===== src/rtl/pdp8_bin_loader_pkg.sv =====
// Shared types and constants for the PDP-8 BIN paper-tape loader.
// Holds the loader state encoding and the HI-byte classifier.
package pdp8_loader_pkg;

   typedef enum logic [2:0] {
      LEADER,
      HI,
      LO,
      DONE,
      ERR
   } state_t;

   typedef enum logic [1:0] {
      BC_DATA,
      BC_ORIGIN,
      BC_TRAILER,
      BC_BAD
   } byte_cls_t;

   localparam logic [7:0] LEADER_BYTE = 8'h80;
   localparam logic [1:0] FT_DATA     = 2'b00;
   localparam logic [1:0] FT_ORIGIN   = 2'b01;

   // Leader/trailer code is the only bit7 value allowed in HI position.
   function automatic byte_cls_t classify_hi(input logic [7:0] b);
      byte_cls_t c;
      if (b == LEADER_BYTE)
         c = BC_TRAILER;
      else if (b[7:6] == FT_DATA)
         c = BC_DATA;
      else if (b[7:6] == FT_ORIGIN)
         c = BC_ORIGIN;
      else
         c = BC_BAD;
      return c;
   endfunction

endpackage


===== src/rtl/pdp8_bin_loader.sv =====
// Boot loader: decodes a BIN paper tape into PDP-8 memory writes,
// verifies the checksum and holds the CPU in reset until loaded.
import pdp8_loader_pkg::*;

module pdp8_bin_loader #(
   parameter int MIN_LEADER = 8,
   parameter int ADDR_W     = 12,
   parameter int WORD_W     = 12
) (
   input  logic              clk,
   input  logic              rst,
   input  logic [7:0]        in_data,
   input  logic              in_valid,
   output logic              in_ready,
   output logic              mem_we,
   output logic [ADDR_W-1:0] mem_addr,
   output logic [WORD_W-1:0] mem_wdata,
   output logic              cpu_rst,
   output logic              done,
   output logic              error
);

   localparam int CW = $clog2(MIN_LEADER + 1);

   state_t            state_q, state_d;
   logic [CW-1:0]     lcnt_q, lcnt_d;
   logic [ADDR_W-1:0] addr_q, addr_d;
   logic [11:0]       csum_q, csum_d;
   logic [11:0]       pend_q, pend_d;
   logic [7:0]        pend_hi_q, pend_hi_d;
   logic [7:0]        pend_lo_q, pend_lo_d;
   logic              pend_v_q, pend_v_d;
   logic [7:0]        hi_q, hi_d;
   logic              org_q, org_d;
   logic              we_q, we_d;
   logic [ADDR_W-1:0] maddr_q, maddr_d;
   logic [WORD_W-1:0] mdata_q, mdata_d;

   logic              rdy;
   logic              acc;
   logic              lead_full;
   logic              take_hi;
   logic [11:0]       word;

   assign rdy       = (state_q == LEADER) || (state_q == HI) ||
                      (state_q == LO);
   assign acc       = in_valid && rdy;
   assign lead_full = (lcnt_q >= CW'(MIN_LEADER));
   assign word      = {hi_q[5:0], in_data[5:0]};

   always_comb begin
      state_d   = state_q;
      lcnt_d    = lcnt_q;
      addr_d    = addr_q;
      csum_d    = csum_q;
      pend_d    = pend_q;
      pend_hi_d = pend_hi_q;
      pend_lo_d = pend_lo_q;
      pend_v_d  = pend_v_q;
      hi_d      = hi_q;
      org_d     = org_q;
      we_d      = 1'b0;
      maddr_d   = maddr_q;
      mdata_d   = mdata_q;
      take_hi   = 1'b0;

      unique case (state_q)
         LEADER: begin
            if (acc) begin
               if (in_data == LEADER_BYTE) begin
                  if (!lead_full)
                     lcnt_d = lcnt_q + CW'(1);
               end else if (lead_full) begin
                  take_hi = 1'b1;
               end else begin
                  lcnt_d = '0;
               end
            end
         end
         HI: begin
            if (acc)
               take_hi = 1'b1;
         end
         LO: begin
            if (acc) begin
               if (in_data[7:6] != FT_DATA) begin
                  state_d = ERR;
               end else begin
                  state_d = HI;
                  // The held word is only known to be data once another pair follows.
                  if (pend_v_q) begin
                     we_d    = 1'b1;
                     maddr_d = addr_q;
                     mdata_d = WORD_W'(pend_q);
                     csum_d  = csum_q + {4'b0, pend_hi_q} + {4'b0, pend_lo_q};
                     addr_d  = addr_q + ADDR_W'(1);
                  end
                  if (org_q) begin
                     csum_d   = csum_d + {4'b0, hi_q} + {4'b0, in_data};
                     addr_d   = ADDR_W'(word);
                     pend_v_d = 1'b0;
                  end else begin
                     pend_d    = word;
                     pend_hi_d = hi_q;
                     pend_lo_d = in_data;
                     pend_v_d  = 1'b1;
                  end
               end
            end
         end
         default: ;
      endcase

      if (take_hi) begin
         unique case (classify_hi(in_data))
            BC_DATA, BC_ORIGIN: begin
               hi_d    = in_data;
               org_d   = (in_data[7:6] == FT_ORIGIN);
               state_d = LO;
            end
            BC_TRAILER: begin
               state_d = (pend_v_q && (pend_q == csum_q)) ? DONE : ERR;
            end
            default: state_d = ERR;
         endcase
      end
   end

   always_ff @(posedge clk) begin
      if (rst) begin
         state_q   <= LEADER;
         lcnt_q    <= '0;
         addr_q    <= '0;
         csum_q    <= '0;
         pend_q    <= '0;
         pend_hi_q <= '0;
         pend_lo_q <= '0;
         pend_v_q  <= 1'b0;
         hi_q      <= '0;
         org_q     <= 1'b0;
         we_q      <= 1'b0;
         maddr_q   <= '0;
         mdata_q   <= '0;
      end else begin
         state_q   <= state_d;
         lcnt_q    <= lcnt_d;
         addr_q    <= addr_d;
         csum_q    <= csum_d;
         pend_q    <= pend_d;
         pend_hi_q <= pend_hi_d;
         pend_lo_q <= pend_lo_d;
         pend_v_q  <= pend_v_d;
         hi_q      <= hi_d;
         org_q     <= org_d;
         we_q      <= we_d;
         maddr_q   <= maddr_d;
         mdata_q   <= mdata_d;
      end
   end

   assign in_ready  = rdy && !rst;
   assign mem_we    = we_q;
   assign mem_addr  = maddr_q;
   assign mem_wdata = mdata_q;
   assign done      = (state_q == DONE);
   assign error     = (state_q == ERR);
   assign cpu_rst   = (state_q != DONE);

endmodule


===== config.mk =====
export PLATFORM = sky130hd
export DESIGN_NAME = pdp8_bin_loader
export DESIGN_NICKNAME = d
export VERILOG_FILES = /design/src/rtl/pdp8_bin_loader_pkg.sv /design/src/rtl/pdp8_bin_loader.sv
export SDC_FILE = /design/constraint.sdc
export NUM_CORES = 1
export LEC_CHECK = 0
export CAP_MARGIN = 5
export CELL_PAD_IN_SITES_DETAIL_PLACEMENT = 2
export CELL_PAD_IN_SITES_GLOBAL_PLACEMENT = 2
export CORE_ASPECT_RATIO = 1.75
export CORE_MARGIN = 2
export CORE_UTILIZATION = 32
export DETAILED_ROUTE_END_ITERATION = 8
export PLACE_DENSITY_LB_ADDON = 0.1
export SKIP_CTS_REPAIR_TIMING = 1
export SLEW_MARGIN = 20
export SYNTH_ARGS = -nofsm -noshare
export SYNTH_HDL_FRONTEND = slang
export SYNTH_SLANG_ARGS = --single-unit

===== constraint.sdc =====
create_clock -name clk -period 4.4 [get_ports clk]
set_clock_uncertainty 0.1 [all_clocks]
set_input_delay 0.88 -clock clk [delete_from_list [all_inputs] [get_ports clk]]
set_output_delay 0.88 -clock clk [all_outputs]
set_load 0.02 [all_outputs]

# Yosys cells after proc, flatten, opt, wreduce, memory -nomap -nowiden

Index checks and enable logic that the tools add are counted.

Logic and storage cells: 84
Register bits after elaboration: 94

Bitwise logic cells: 5
Add/subtract/negate cells: 6
Reductions and logical operators: 22
Equality and inequality tests: 10
Muxes and demuxes: 27
Magnitude comparators: 1

Operator list:

| kind                                                                   | count |
|---|---|
| 12-bit two-way mux                                                     | 7 |
| 12-bit by 8-bit adder with 12-bit output                               | 4 |
| 3-bit two-way mux                                                      | 5 |
| 12-bit by 1-bit adder with 12-bit output (second input constant)       | 1 |
| 12-bit equality test                                                   | 1 |
| 4-bit two-way mux                                                      | 3 |
| 4-bit AND reduction                                                    | 3 |
| 8-bit equality test (second input constant)                            | 1 |
| 2-bit two-way mux                                                      | 4 |
| 2-bit nonzero test                                                     | 4 |
| 3-bit by 2-bit equality test with 1-bit output (second input constant) | 2 |
| 1-bit two-way mux                                                      | 6 |
| 3-bit one-hot mux with 2 select lines                                  | 1 |
| 3-bit AND reduction                                                    | 2 |
| 1-bit NOT                                                              | 5 |
| 4-bit by 1-bit adder with 4-bit output (second input constant)         | 1 |
| 2-bit by 1-bit equality test with 1-bit output (second input constant) | 2 |
| 4-bit greater-or-equal comparator (second input constant)              | 1 |
| 2-bit logical NOT                                                      | 2 |
| 2-bit AND reduction                                                    | 2 |
| 4-bit OR reduction                                                     | 1 |
| 3-bit by 1-bit equality test with 1-bit output (second input constant) | 1 |
| 3-bit equality test (second input constant)                            | 1 |
| 1-bit logical AND                                                      | 3 |
| 7 further kinds                                                        | 8 |

# Logic depth before layout (Yosys ltp)

Depth after elaboration: 11
Mapped depth: 15

# Least setup slack after synthesis

Ideal clock, no wire load.

Path kind: flip-flop to flip-flop
Start: reg, netlist name pend_q[7]
End: reg csum_q[11]
Slack: 0.318 ns
Period minus slack after synthesis: 4.082 ns
Arrival time: 3.855 ns
Stages on the path, launching flop included: 15
Cells stage by stage: dfxtp_1 -> fa_1 -> ha_1 -> fa_1 -> a21oi_1 -> o2111ai_1 -> xor2_1 -> mux2_2 -> fa_1 -> ha_1 -> or2_2 -> a21oi_1 -> a31oi_1 -> a311oi_1 -> a211oi_1

RTL lines:

| element              | RTL line               | source |
|---|---|---|
| end signal, assigned | pdp8_bin_loader.sv:148 | `csum_q <= csum_d;` |
| end, declared        | pdp8_bin_loader.sv:28  | `logic [11:0] csum_q, csum_d;` |

# Worst setup path in the final report

Start: reg csum_q[1]
End: reg csum_q[7]

Longest elaborated chain between the ends: 9

Ends and longest elaborated chain:

| element                                               | RTL line              | source |
|---|---|---|
| 12-bit by 8-bit adder with 12-bit output (2 in a row) | pdp8_bin_loader.sv:95 | `csum_d = csum_q + {4'b0, pend_hi_q} + {4'b0, pend_lo_q};` |
| 12-bit two-way mux *                                  | pdp8_bin_loader.sv:91 | `if (pend_v_q) begin` |
| 12-bit two-way mux *                                  | pdp8_bin_loader.sv:86 | `if (in_data[7:6] != FT_DATA) begin` |
| 12-bit two-way mux *                                  | pdp8_bin_loader.sv:85 | `if (acc) begin` |
| 12-bit two-way mux *                                  | pdp8_bin_loader.sv:67 | `unique case (state_q)` |
| 12-bit by 8-bit adder with 12-bit output (2 in a row) | pdp8_bin_loader.sv:99 | `csum_d = csum_d + {4'b0, hi_q} + {4'b0, in_data};` |
| 12-bit two-way mux *                                  | pdp8_bin_loader.sv:98 | `if (org_q) begin` |

Every way passes the cells marked *; elsewhere a longest branch is shown, timed or not. The select of a mux whose other input is x is not followed.
A chain may end at the register's enable or synchronous reset.

==> results.sh <==
export IMPL_fillers=1685
export IMPL_fmaxAchievable_mhz=231
export IMPL_viasPerCell=5.58
export IMPL_core_sq_mm=0.0148
export IMPL_antennaDiodeCount=0
export IMPL_synth_cell_types=66
export IMPL_rows=59
export IMPL_p_clk_share_pct=48.2
export IMPL_worstPathMaxFanout=5
export IMPL_ant_nets=0
export IMPL_yosys_warnings=0
export IMPL_synth_top_cell_by_area="dfxtp_1"
export IMPL_p_int_mw=1.17
export IMPL_synth_xor_area_share_pct=4.17
export IMPL_root_buffer="clkbuf_16"
export IMPL_antenna_found_initial=1
export IMPL_grt_pass1_wl_um=27300
export IMPL_cts_tree="done"
export IMPL_synth_edf_count=0
export IMPL_wl_um=17500
export IMPL_layout_nets=660
export IMPL_clockBufferDepth=2
export IMPL_clk_pin_slew_ps=70
export IMPL_drt_iter0_markers=111
export IMPL_seq_power_share_pct=47.8
export IMPL_hpwlAfterDp_um=13300
export IMPL_synthFlopType="dfxtp_1"
export IMPL_netlist_top_cells_count="nand2_1 (97), dfxtp_1 (82), a21oi_1 (61)"
export IMPL_grt_total_usage_pct=21.7
export IMPL_clk_insertion_delay_late_ps=340
export IMPL_power_density_mw_per_mm2=263
export IMPL_postSynthAreaPerCell_sq_um=8.61
export IMPL_drv_slew=0
export IMPL_area_growth_pct=22.2
export IMPL_vdd_drop_max_uv=208
export IMPL_synth_simple_gate_area_share_pct=20.8
export IMPL_yosys_area_share_adder_pct=12.4
export IMPL_combPwrFrac_pct=3.9
export IMPL_finalCriticalPeriod_ps=4320
export IMPL_start_util_pct=32.6
export IMPL_grt_ovfl_total=0
export IMPL_yosysSeqAreaShare_pct=34.0
export IMPL_numCtsBuffers=9
export IMPL_drive_gt1_share_pct=14.4
export IMPL_path_class="flip-flop to flip-flop"
export IMPL_finalCritPeriodShare_pct=98.2
export IMPL_die_h_um=167
export IMPL_io_pins=40
export IMPL_holdCritPathClass="flip-flop to flip-flop"
export IMPL_synth_top_family_by_area="simple AND/OR/NAND/NOR gates"
export IMPL_status="completed"
export IMPL_final_util_pct=39.8
export IMPL_worst_pin_slew_ps=942
export IMPL_p_leak_nw=2.10
export IMPL_finalPower_mw=1.55
export IMPL_max_cap_violations=0
export IMPL_async_flop_share_pct=0
export IMPL_grt_start_max_net_pins=84
export IMPL_whs_ps=356
export IMPL_syn_area_sq_mm=0.00483
export IMPL_switchingPower_uw=383
export IMPL_hold_start="mem_addr[3]$_SDFFE_PP0P_"
export IMPL_synthesis_nets=609
export IMPL_startpoint="csum_q[1]$_SDFFE_PP0P_"
export IMPL_cp_required_ps=4480
export IMPL_synth_compound_area_share_pct=20.4
export IMPL_synth_seq_cells=82
export IMPL_die_x_um=96.9
export IMPL_cts_sinks=82
export IMPL_detail_route_wl_per_cell_um=21.8
export IMPL_setup_viol=0
export IMPL_synth_most_common_cell="nand2_1"
export IMPL_die_area_sq_mm=0.0161
export IMPL_slew_limit_headroom_pct=37.2
export IMPL_yosys_top_cells_area="dfxtp_1 (34%), nand2_1 (7.5%), fa_1 (7.5%)"
export IMPL_synth_top_cell_area_share_pct=34.0
export IMPL_dr_pass1_iters=4
export IMPL_synthMuxAreaShare_pct=4.01
export IMPL_critPathArrivalTime_ps=4400
export IMPL_hold_viol=0
export IMPL_htreeDepth=3
export IMPL_startpoint_type="flip-flop"
export IMPL_drc=0
export IMPL_grt_pass1_vias=4840
export IMPL_syn_inst=561
export IMPL_vias=4463
export IMPL_place_congestion=0.873
export IMPL_cp_end_kind="flip-flop"
export IMPL_reg2reg_from="csum_q[1]$_SDFFE_PP0P_"
export IMPL_portBuffers=39
export IMPL_netSwitchingFraction_pct=24.7
-- path summary, 6_finish.rpt --
path / to / slack (ps) / cells after the start
max: csum_q[7]$_SDFFE_PP0P_ / 80 / 16
min: mem_addr[3]$_SDFFE_PP0P_ / 360 / 2
max reg2reg: csum_q[7]$_SDFFE_PP0P_ / 80 / 16
min reg2reg: mem_addr[3]$_SDFFE_PP0P_ / 360 / 2
-- logic make-up after synthesis --
| family | count (synthesis) |
|---|---|
| fa+ha+maj | 37 |
| simple gates | 203 |
| mux | 19 |
| compound gates | 152 |
| buf+inv | 45 |
| flops | 82 |
| xor+xnor | 23 |
-- per-stage QoR --
stage | worst slack [ps] | cells | area, sq um | TNS (ps)
after detailed placement | 12.0 | 784 | 5520 | 0
after global placement | 132 | 784 | 5520 | 0
after floorplan | 318 | 561 | 4830 | 0
after global routing | -82.0 | 800 | 5900 | -99.9
after CTS | -15.7 | 800 | 5810 | -15.7
final | 78.5 | 800 | 5900 | 0
-- state kept, by name (all words and copies together) (netlist names) --
signal,flops
mem_addr,12
state_q,3
mem_wdata,12
mem_we,1
lcnt_q,4
addr_q,12
pend_lo_q,2
hi_q,8
csum_q,12
org_q,1
pend_hi_q,3
pend_v_q,1
pend_q,11
-- metal layers --
layer  vias up  part of all wire, %  GRT usage, %  wire (um)
li1       2085                    -             -          -
met1      2257                   38          22.4       6570
met2        82                   55          41.8       9660
met3        39                  2.2          3.06        376
met4         0                  4.9          10.7        851
met5         -                    0             0          0
-- worst max-delay path: stages (launching register included) --
cell	delay (ps)
dfxtp_2	350
fa_1	480
ha_1	260
fa_2	400
a21oi_2	180
buf_4	130
nor2b_1	40
nor3_1	230
o2bb2ai_1	160
fa_1	500
ha_2	310
and3_1	210
a21oi_2	200
nand3b_1	120
xor2_1	170
mux2i_1	200
a211oi_1	100
-- final cells by class --
type | instances | area, sq um | share of cell area, %
well taps | 183 | 229 | 3.88
clock buffers | 10 | 239 | 4.05
flip-flops and latches | 82 | 1650 | 27.9
multi-input cells | 434 | 3080 | 52.1
repair buffers | 67 | 596 | 10.1
inverters | 18 | 67.6 | 1.14
clock inverters | 6 | 50.0 | 0.848
-- placed cells by master, fill, tap and decap left out, types with 3 or more instances in the layout --
| cell | synthesis | routed |
|---|---|---|
| xor2_1 | 4 | 4 |
| a21oi_1 | 61 | 57 |
| clkinv_4 | 0 | 3 |
| and2_1 | 4 | 4 |
| dfxtp_1 | 82 | 79 |
| a311oi_1 | 4 | 3 |
| buf_4 | 2 | 28 |
| or3_1 | 3 | 3 |
| nor2b_1 | 4 | 3 |
| a21o_1 | 3 | 3 |
| clkdlybuf4s50_1 | 0 | 38 |
| nand4_1 | 6 | 6 |
| a21oi_2 | 1 | 5 |
| nand2_1 | 97 | 97 |
| and3_1 | 6 | 6 |
| mux2_2 | 3 | 3 |
| dfxtp_2 | 0 | 3 |
| mux2i_1 | 16 | 16 |
| nor2_1 | 36 | 36 |
| o21ai_1 | 3 | 4 |
| ha_1 | 19 | 16 |
| a211oi_2 | 4 | 6 |
| a211oi_1 | 24 | 22 |
| o211ai_1 | 6 | 6 |
| nand3_1 | 14 | 14 |
| xnor2_1 | 19 | 18 |
| inv_1 | 18 | 18 |
| nor3_1 | 8 | 8 |
| clkbuf_16 | 0 | 9 |
| fa_1 | 18 | 17 |
| o21ai_0 | 21 | 20 |
| nor3b_1 | 5 | 5 |
-- power groups by stage --
| stage | Combinational [mW] | Sequential, mW | Clock, mW |
|---|---|---|---|
| floorplan | 0.0243 | 0.759 | 0 |
| global placement | 0.0582 | 0.759 | 0 |
| detailed placement | 0.0597 | 0.759 | 0 |
| CTS | 0.0601 | 0.741 | 0.770 |
| global route | 0.0669 | 0.741 | 0.798 |
| finish | 0.0612 | 0.742 | 0.748 |
(Power assumes the default switching activity.)
==> edit 1, RTL diff (same flow settings) <==
Take the reset off `addr_q`, `csum_q`, `hi_q`, `maddr_q` and `mdata_q` and load them in a clocked block of their own.
--- a/src/rtl/pdp8_bin_loader.sv
+++ b/src/rtl/pdp8_bin_loader.sv
@@ -130,32 +130,30 @@
       if (rst) begin
          state_q   <= LEADER;
          lcnt_q    <= '0;
-         addr_q    <= '0;
-         csum_q    <= '0;
          pend_q    <= '0;
          pend_hi_q <= '0;
          pend_lo_q <= '0;
          pend_v_q  <= 1'b0;
-         hi_q      <= '0;
          org_q     <= 1'b0;
          we_q      <= 1'b0;
-         maddr_q   <= '0;
-         mdata_q   <= '0;
       end else begin
          state_q   <= state_d;
          lcnt_q    <= lcnt_d;
-         addr_q    <= addr_d;
-         csum_q    <= csum_d;
          pend_q    <= pend_d;
          pend_hi_q <= pend_hi_d;
          pend_lo_q <= pend_lo_d;
          pend_v_q  <= pend_v_d;
-         hi_q      <= hi_d;
          org_q     <= org_d;
          we_q      <= we_d;
-         maddr_q   <= maddr_d;
-         mdata_q   <= mdata_d;
       end
+   end
+
+   always_ff @(posedge clk) begin
+      addr_q  <= addr_d;
+      csum_q  <= csum_d;
+      hi_q    <= hi_d;
+      maddr_q <= maddr_d;
+      mdata_q <= mdata_d;
    end
 
    assign in_ready  = rdy && !rst;
Function: same outputs for any inputs over 10 cycles, from zero or initial values and one cycle with rst high; that may be too few to reach the edited logic, so the function may still have changed.
==> edit 1 against the unedited design <==
- the flow now finishes with violations (setup timing)
- combinational power grew 42%
- design area shrank 1.1%
- wire length decreased by 21%
- setup slack lost 0.27 ns
- hold slack better by 0.022 ns
- area after synthesis fell by 7.3%
- maximum frequency is 6.0% lower
- total power rose by 7.6%
- sequential cell count unchanged
- critical path type unchanged
- critical endpoint is now csum_q[11]$_DFFE_PP_
==> edit 1: results (changes against the unedited design) <==
vias: 3356  # was 4463
synth.net_count: 441  # was 609
setup_tns_ns: -0.2132  # was 0 ns
grt_first_pass_wirelength_um: 21320  # was 27330 um
power.internal_mw: 1.299  # was 1.168 mW
met1_length_um: 4988  # was 6566 um
setup-violations-final: 2  # was 0
hold_path.class: "flip-flop to flip-flop"  # unchanged
fin_cells: 662  # was 800
ir_drop_v: 0.0002326  # was 0.0002083 V
status: "complete, but fails checks"  # was finished clean
p_leak_nw: 1.963  # was 2.095 nW
numCtsBuffers: 9  # unchanged
hold_depth: 0  # was 2
placed_cells: 641  # was 784
port_buffers: 39  # unchanged
gp_congestion: 0.8033  # was 0.8732
ys_top_cells_by_count: "edfxtp_1 (56), nand2_1 (46), a21oi_1 (29), dfxtp_1 (26), o21ai_0 (21)"  # was nand2_1 (97), dfxtp_1 (82), a21oi_1 (61), nor2_1 (36), a211oi_1 (24)
max-slew-margin-rel: 0.4789  # was 0.3718
grt_pass1_vias: 3741  # was 4840
critPathArrivalTime_ns: 4.58  # was 4.40 ns
avgSynthCellArea_um2: 11.40  # was 8.613 um^2
synth_edf_count: 56  # was 0
fin_ws_ns: -0.1951  # was 0.07853 ns
drive_gt1_frac: 0.2309  # was 0.1442
hold_slack_ns: 0.3778  # was 0.3560 ns
wl_met3_um: 286  # was 376 um
grt_util_met2: 0.3734  # was 0.4182
synth_cell_type_count: 51  # was 66
placed_area_um2: 5383  # was 5522 um^2
violations: "setup timing"
ctsLongestPathBuffers: 2  # unchanged
total_power_mw: 1.669  # was 1.551 mW
grtUsageTotal: 0.1919  # was 0.2170
nNetsFinal: 528  # was 660
critPathMaxFanout: 3  # was 5
drtIter0Drc: 73  # was 111
cp_top_family: "adder cells"  # unchanged
grt_max_degree: 27  # was 84
yosysSeqAreaShare: 0.4916  # was 0.3397
met3_usage: 0.02767  # was 0.03063
use_met1: 0.2019  # was 0.2242
wl_met2_um: 8154  # was 9658 um
hpwl_um: 10350  # was 13340 um
drt_wl_total_um: 13850  # was 17450 um
ff2ff_path_depth: 17  # was 16
==> edit 1: path summary, 6_finish.rpt <==
check | start | end
worst min register to register | addr_q[11]$_DFFE_PP_ | mem_addr[11]$_DFFE_PP_
worst max register to register | csum_q[1]$_DFFE_PP_ | csum_q[11]$_DFFE_PP_
worst max-delay path | csum_q[1]$_DFFE_PP_ | csum_q[11]$_DFFE_PP_
worst min-delay path | addr_q[11]$_DFFE_PP_ | mem_addr[11]$_DFFE_PP_
==> edit 1: logic make-up (layout without fill, tap and decap cells) <==
logic type | after synthesis | in the layout | synth area share
AO/OA/AOI/OAI | 78 | 78 | 0.1137
AND/OR/NAND/NOR | 115 | 115 | 0.1265
adder cells (fa/ha/maj) | 37 | 37 | 0.1335
buffers and inverters | 30 | 122 | 0.02654
flip-flops | 82 | 82 | 0.4916
XOR/XNOR | 34 | 34 | 0.06648
multiplexers | 17 | 17 | 0.04162
==> edit 1: area by class of cell <==
type / count / area (um^2)
flip-flops and latches: 82 / 2202
multi-input cells: 281 / 2282
clock inverters: 6 / 68.82
repair buffers: 90 / 773.2
fillers: 1422 / 7928
inverters: 16 / 60.06
well taps: 177 / 221.5
clock buffers: 10 / 229.0
==> edit 1: power by group through the flow <==
| stage | Sequential, mW | Clock [mW] | Combinational [mW] |
|---|---|---|---|
| 2_1_floorplan | 0.831 | 0 | 0.0358 |
| 3_3_place_gp | 0.831 | 0 | 0.0734 |
| 3_5_place_dp | 0.831 | 0 | 0.0763 |
| 4_1_cts | 0.814 | 0.786 | 0.0772 |
| 5_1_grt | 0.813 | 0.814 | 0.0961 |
| 6_report | 0.814 | 0.768 | 0.0871 |
==> edit 2, RTL diff (config.mk and constraints unchanged) <==
Made on the original files. `WORD_W`: 12 -> 16.
--- a/src/rtl/pdp8_bin_loader.sv
+++ b/src/rtl/pdp8_bin_loader.sv
@@ -5,7 +5,7 @@
 module pdp8_bin_loader #(
    parameter int MIN_LEADER = 8,
    parameter int ADDR_W     = 12,
-   parameter int WORD_W     = 12
+   parameter int WORD_W     = 16
 ) (
    input  logic              clk,
    input  logic              rst,
Ports: changed (resized mem_wdata); port bits go from 40 to 44. The function was not compared with the original's and may differ.
==> edit 2 against the unedited design <==
- setup slack gained 0.067 ns
- total power is 3.9% higher
- sequential share of layout area unchanged
- final cell count increased by 0.13%
- wire length fell by 0.97%
- design area stayed put
- sequential cell count did not move
- area after synthesis increased by 0.70%
- synthesized cell count grew 0.89%
- highest routed layer unchanged
==> edit 2: results (changes against the unedited design) <==
vias: 4377  # was 4463
r2r-end: "csum_q[9]$_SDFFE_PP0P_"  # was csum_q[7]$_SDFFE_PP0P_
drtIter0Drc: 149  # was 111
synthMuxAreaShare: 0.03986  # was 0.04013
drive_gt1_frac: 0.1375  # was 0.1442
ir_drop_v: 0.0001614  # was 0.0002083 V
synth_fa_ha_area_frac: 0.1229  # was 0.1238
nNonClkBuffers: 64  # was 67
p_comb_uw: 62.9  # was 61.2 uW
bufAreaShareNonClock: 0.09708  # was 0.1009
met1_length_um: 6701  # was 6566 um
use_met1: 0.2390  # was 0.2242
synth_area_um2: 4866  # was 4832 um^2
power.internal_mw: 1.226  # was 1.168 mW
critPathMaxStageDelay_ns: 0.58  # was 0.50 ns
gp_congestion: 0.9523  # was 0.8732
synth.area.top_cells: "dfxtp_1 (34%), nand2_1 (7.5%), fa_1 (7.4%)"  # was dfxtp_1 (34%), nand2_1 (7.5%), fa_1 (7.5%)
clockNetworkAreaShare: 0.05256  # was 0.04896
p_switching_uw: 385.5  # was 383.2 uW
multi_input_cells: 438  # was 434
final_cell_area_um2: 5903  # unchanged
dp_slack_ns: 0.03148  # was 0.01203 ns
grt_first_pass_wirelength_um: 27500  # was 27330 um
nNetsFinal: 661  # was 660
design.seq.count: 82  # unchanged
critPathArrivalTime_ns: 4.42  # was 4.40 ns
status: "finished clean"  # unchanged
fillers: 1648  # was 1685
antenna_found_initial: 0  # was 1
grtUsageTotal: 0.2166  # was 0.2170
placed_cells: 785  # was 784
hpwl_um: 13060  # was 13340 um
r2r_slack_ns: 0.15  # was 0.08 ns
wl_per_cell_um: 21.58  # was 21.82 um
fin_cells: 801  # was 800
grt_pass1_vias: 4821  # was 4840
synth-xor-area-share: 0.04140  # was 0.04169
synthCells: 566  # was 561
[edit 2: cell types whose count changed after synthesis, sizes merged]
cell and delta:
buf +4, conb +1
[edit 2: how the worst min path moves through the flow]
stage / from / endpoint / slack, ns / depth (start not counted)
6_report: mem_wdata[7]$_SDFFE_PP0P_ / mem_wdata[7]$_SDFFE_PP0P_ / 0.36 / 2
3_3_place_gp: mem_addr[4]$_SDFFE_PP0P_ / mem_addr[4]$_SDFFE_PP0P_ / 0.34 / 2
3_5_place_dp: mem_wdata[7]$_SDFFE_PP0P_ / mem_wdata[7]$_SDFFE_PP0P_ / 0.35 / 2
5_1_grt: mem_wdata[11]$_SDFFE_PP0P_ / mem_wdata[11]$_SDFFE_PP0P_ / 0.38 / 2
2_1_floorplan: addr_q[5]$_SDFFE_PP0P_ / mem_addr[5]$_SDFFE_PP0P_ / 0.34 / 2
4_1_cts: mem_wdata[7]$_SDFFE_PP0P_ / mem_wdata[7]$_SDFFE_PP0P_ / 0.36 / 2
